## config.mk

```make
export PLATFORM = sky130hd
export DESIGN_NAME = filter_loader
export DESIGN_NICKNAME = d
export VERILOG_FILES = /design/src/rtl/filter_loader.sv
export SDC_FILE = /design/constraint.sdc
export NUM_CORES = 1
export LEC_CHECK = 0
export CORE_UTILIZATION = 24
export DETAILED_ROUTE_END_ITERATION = 16
export PLACE_DENSITY_LB_ADDON = 0.25
export SLEW_MARGIN = 15
export SYNTH_ARGS = -nofsm -noshare
export SYNTH_HDL_FRONTEND = slang
export SYNTH_SLANG_ARGS = --single-unit
```

## constraint.sdc

```tcl
create_clock -name clk -period 6.55 [get_ports clk]
set_input_delay 1.6375 -clock clk [delete_from_list [all_inputs] [get_ports clk]]
set_output_delay 1.6375 -clock clk [all_outputs]
set_load 0.05 [all_outputs]
```

## src/rtl/filter_loader.sv

```systemverilog
`default_nettype none

`ifndef WID_FILTER
`define WID_FILTER 16
`endif

// ============================================================================
//  Module   : filter_loader
//  Purpose  : Write-side sequencer for the convolver filter buffer. On an
//             accepted start it reads nine consecutive weights from filter
//             memory (base .. base+8, wrapping modulo 2^ADDR_W) and streams
//             them one per cycle into the 9-stage filter shift buffer. A
//             one-entry skid register absorbs read data that returns while
//             the buffer is held, so no in-flight word is lost.
//  Ports    : clk, rst        - clock, synchronous active-high reset
//             start,base_addr - load request (IDLE only) and weight-0 address
//             hold            - downstream stall, suppresses shifting
//             mem_rd_en/addr  - filter memory read strobe / address
//             mem_rd_data     - read data, valid one cycle after mem_rd_en
//             shifting, out_w - shift enable and weight to the filter buffer
//             busy, done      - load in progress / one-cycle completion pulse
//  Revision : 1.0 - initial release
// ============================================================================
module filter_loader #(
    parameter int WID    = `WID_FILTER,
    parameter int ADDR_W = 10
) (
    input  logic              clk,
    input  logic              rst,
    input  logic              start,
    input  logic [ADDR_W-1:0] base_addr,
    input  logic              hold,
    output logic              mem_rd_en,
    output logic [ADDR_W-1:0] mem_addr,
    input  logic [WID-1:0]    mem_rd_data,
    output logic              shifting,
    output logic [WID-1:0]    out_w,
    output logic              busy,
    output logic              done
);

    localparam logic [3:0] c_NUM_TAPS = 4'd9;

    typedef enum logic [1:0] {
        S_IDLE  = 2'd0,
        S_FETCH = 2'd1,
        S_DONE  = 2'd2
    } state_t;

    state_t            r_state;
    state_t            w_state_nxt;

    logic [ADDR_W-1:0] r_base;
    logic [ADDR_W-1:0] r_addr_last;   // mem_addr holds this when no read issues
    logic [3:0]        r_ic;          // reads issued
    logic [3:0]        r_sc;          // weights shifted
    logic              r_rv;          // read data returning this cycle
    logic              r_skid_vld;
    logic [WID-1:0]    r_skid_data;

    logic              w_start_acc;
    logic              w_issue;
    logic              w_shift;

    assign w_start_acc = (r_state == S_IDLE) && start;

    // A full skid blocks issue so that a held return always finds room:
    // at most one word is ever parked while the buffer is stalled.
    assign w_issue = (r_state == S_FETCH) && (r_ic < c_NUM_TAPS) &&
                     !hold && !r_skid_vld;

    assign w_shift = (r_skid_vld || r_rv) && !hold;

    assign mem_rd_en = w_issue;
    assign mem_addr  = w_issue ? (r_base + ADDR_W'(r_ic)) : r_addr_last;
    assign shifting  = w_shift;

    // Skid data is older than anything returning, so it has priority.
    always_comb begin
        out_w = '0;
        if (r_skid_vld) begin
            out_w = r_skid_data;
        end else if (r_rv) begin
            out_w = mem_rd_data;
        end
    end

    assign busy = (r_state != S_IDLE);
    assign done = (r_state == S_DONE);

    // Next-state logic
    always_comb begin
        w_state_nxt = r_state;
        case (r_state)
            S_IDLE: begin
                if (start) begin
                    w_state_nxt = S_FETCH;
                end
            end
            S_FETCH: begin
                // Leave once the ninth weight shifts at this edge.
                if (w_shift && (r_sc == c_NUM_TAPS - 4'd1)) begin
                    w_state_nxt = S_DONE;
                end
            end
            S_DONE: begin
                w_state_nxt = S_IDLE;
            end
            default: begin
                w_state_nxt = S_IDLE;
            end
        endcase
    end

    // State and datapath registers
    always_ff @(posedge clk) begin
        if (rst) begin
            r_state     <= S_IDLE;
            r_base      <= '0;
            r_addr_last <= '0;
            r_ic        <= '0;
            r_sc        <= '0;
            r_rv        <= 1'b0;
            r_skid_vld  <= 1'b0;
            r_skid_data <= '0;
        end else begin
            r_state <= w_state_nxt;
            r_rv    <= w_issue;

            if (w_start_acc) begin
                r_base <= base_addr;
                r_ic   <= '0;
                r_sc   <= '0;
            end else begin
                if (w_issue) begin
                    r_ic <= r_ic + 4'd1;
                end
                if (w_shift) begin
                    r_sc <= r_sc + 4'd1;
                end
            end

            if (w_issue) begin
                r_addr_last <= mem_addr;
            end

            // Park a word that returns into a stalled buffer; drain it on
            // the first shift after the stall releases.
            if (r_rv && hold) begin
                r_skid_vld  <= 1'b1;
                r_skid_data <= mem_rd_data;
            end else if (w_shift && r_skid_vld) begin
                r_skid_vld  <= 1'b0;
            end
        end
    end

endmodule

`default_nettype wire

```

==> results of run 1 <==
==> sequential cells by signal, summed over array words and instances (netlist names) <==
signal,count
r_addr_last,10
r_base,10
r_ic,4
r_rv,1
r_sc,4
r_skid_data,16
r_skid_vld,1
r_state,2
==> through the flow <==
step                      power (W)  cell area (µm²)
after global placement     0.000435             2980
after CTS                  0.000655             3090
after detailed placement   0.000436             2980
after global routing       0.000673             3090
final                      0.000644             3090
after floorplan            0.000388             2300
==> tightest hold or removal path, cell delays in order, from the launching register on <==
cell	delay, ns
dfxtp_1	0.32
nand2_1	0.05
a21oi_1	0.05
==> routing by layer <==
metal  global-route usage  vias up  part of all wire  wire length [µm]
met4               0.0373        0             0.013                70
met1                0.148      933              0.48              2650
met2                0.189       44              0.47              2630
li1                     -     1081                 -                 -
met5                    0        -                 0                 0
met3               0.0209        4             0.039               217
==> area by class of cell <==
cell class	count	area, µm²
fillers	963	6150
well taps	129	161
flip-flops and latches	48	961
inverters	9	33.8
clock buffers	5	68.8
multi-input cells	213	1220
repair buffers	60	598
clock inverters	3	42.5
==> layout by cell type (no fill, tap or decap), types with 2 or more instances in the layout <==
| master | n |
|---|---|
| nor3b_1 | 2 |
| clkdlybuf4s50_1 | 59 |
| o211ai_1 | 2 |
| nor2b_1 | 4 |
| nor2_1 | 18 |
| xnor2_1 | 4 |
| clkbuf_8 | 5 |
| a211oi_1 | 6 |
| nor3_1 | 2 |
| nand2_1 | 74 |
| a211o_1 | 2 |
| a21o_1 | 5 |
| ha_1 | 8 |
| nand4_1 | 3 |
| a21oi_1 | 26 |
| mux2_2 | 2 |
| nand3_1 | 4 |
| nor4_1 | 3 |
| o211a_1 | 2 |
| and2_1 | 2 |
| xor2_1 | 2 |
| a22o_1 | 10 |
| inv_1 | 8 |
| nand2b_1 | 2 |
| o21ai_0 | 17 |
| o21a_1 | 2 |
| dfxtp_1 | 48 |
| mux2i_1 | 2 |
==> power by group through the flow <==
stage,clock network (W),logic (W),registers (W)
final,0.000216,0.000115,0.000313
after global routing,0.000234,0.000124,0.000314
after CTS,0.000226,0.000116,0.000313
after detailed placement,0,0.000116,0.000320
after global placement,0,0.000115,0.000320
after floorplan,0,0.0000741,0.000314
==> logic make-up (layout without fill, tap and decap cells) <==
family	count (synthesis)	in the layout	synth area share
XOR/XNOR	6	6	0.0229
AO/OA/AOI/OAI	75	75	0.210
multiplexers	4	4	0.0185
AND/OR/NAND/NOR	119	119	0.229
adder cells (fa/ha/maj)	9	9	0.0523
flip-flops	48	48	0.419
buffers and inverters	27	77	0.0485
==> path summary, 6_finish.rpt <==
path,endpoint,cells past startpoint,startpoint
min,r_skid_data[0]$_SDFFE_PP0P_,2,r_skid_data[0]$_SDFFE_PP0P_
max reg2reg,r_addr_last[1]$_SDFFE_PP0P_,5,r_skid_vld$_SDFFE_PP0P_
min reg2reg,r_skid_data[0]$_SDFFE_PP0P_,2,r_skid_data[0]$_SDFFE_PP0P_
max,mem_addr[7],6,hold
==> results.yml, run 1 <==
detailed_routing:
  vias: 2062
  ant_nets: 0
  firstDrtPassIters: 4
  totalWireLength_mm: 5.57
  drt-wirelength-per-cell_um: 11.9
  avgViaCountPerCell: 4.42
  drt_iter0_drc: 110
  remaining_drc_errors: 0
clock_network:
  cts_resized: 0
  cts_setup_buffers: 0
  ctsHoldBuffers: 0
  cts_root_buf: "clkbuf_8"
  clk_latency_ns: 0.30
  clk_pin_slew_ns: 0.09
  cts_inserted_buffers: 5
  clock_sinks: 48
  cts-htree-levels: 2
  tritoncts: "built"
  cts_buffer_depth: 2
setup_path:
  crit_top_cell: "clkdlybuf4s50_1"
  cp_num_buf_inv: 2
  regToRegSetupSlack_ns: 3.87
  worstPathCellList: "clkdlybuf4s50_1 > or4b_4 > a21o_1 > or4_4 > nand3_1 > clkdlybuf4s50_1"
  critPathCaptureType: "output port"
  cp.arrival_ns: 4.43
  worstSetupPathType: "input pin to output port"
  crit_path_start_kind: "input pin"
  cp_top_family: "buffers and inverters"
  cp_slowest_cell: "clkdlybuf4s50_1"
  critPathMaxStageDelay_ns: 0.80
  cp.required_ns: 4.91
  crit_fanout: 12
finish:
  synthToLayoutAreaGrowth_pct: 34.6
  layout-drive-gt1-share: 0.0473
  fin_nets: 376
  final_cells: 467
  post-route-util: 0.334
  antenna_cells: 0
die:
  fp.coreArea_um2: 9240
  core.rowCount: 35
  num_io_pins: 60
  die_x_um: 99.8
  start_util: 0.248
  die_h_um: 99.8
  dieArea_um2: 9960
synth:
  synth_top_area_share: 0.419
  synth_seq_cells: 48
  avgSynthCellArea_um2: 7.97
  syn_nets: 327
  synth_area_um2: 2300
  synthTopCellsByArea: "dfxtp_1 42%, nand2_1 12%, a21oi_1 5.7%, ha_1 4.4%, a22o_1 3.8%"
  synth_edf_count: 0
  synth_ff_type: "dfxtp_1"
  async_flop_share: 0
  synth_most_common_cell: "nand2_1"
  ys_top_cells_by_count: "74 x nand2_1, 48 x dfxtp_1, 26 x a21oi_1, 18 x nor2_1, 17 x o21ai_0"
  ys_warn_count: 0
  netlist_instances: 288
  yosysTopAreaCell: "dfxtp_1"
  ys_types: 40
  yosysSeqAreaShare: 0.419
global_route:
  grt_use_total: 0.113
  grt-ovfl-total: 0
  grt_pass1_vias: 1884
  grt_pass1_wl_mm: 9.06
  grt_max_degree: 36
  grt_antenna_before_repair: 0
power:
  intPower_w: 0.000463
  pwr-share-seq: 0.486
  clkPwrFrac: 0.335
  p_per_area_nw_per_um2: 208
  p_sw_frac: 0.281
  vdd_drop_max_v: 0.0000727
  leakage_nw: 1.14
  comb_power_share: 0.179
  switchingPower_w: 0.000181
sta:
  hold_viol: 0
  fin_setup_tns_ns: 0
  drv_slew: 0
  worst_slew_pin_slew_ns: 1.03
  max_slew_margin: 0.310
  clock_skew_ns: 0.00929
  period_needed_ns: 6.06
  rsz0062_at_grt: "false"
  timing.hold.ws_ns: 0.456
  postLayoutSetupSlackWorst_ns: 0.486
  setup_viol: 0
  min_period_over_period: 0.926
  max_freq_mhz: 165
hold_path:
  hold_path.class: "flop to flop"
placed_design:
  dpl_worst_slack_ns: 0.476
  io_buffers: 59
  dp.cells: 459
  gp_congestion: 0.753
  place.detailed.hpwl_mm: 3.95
status:
  status: "finished, final reports clean"
job:
  cap_violations: 0
Note: power is estimated with default switching activity, not from simulation.
==> run 2: changes to the inputs <==
- HOLD_SLACK_MARGIN: unset -> 0.15
==> results of run 2 <==
No change in the layout: final DEF, timing and power equal those of run 1.
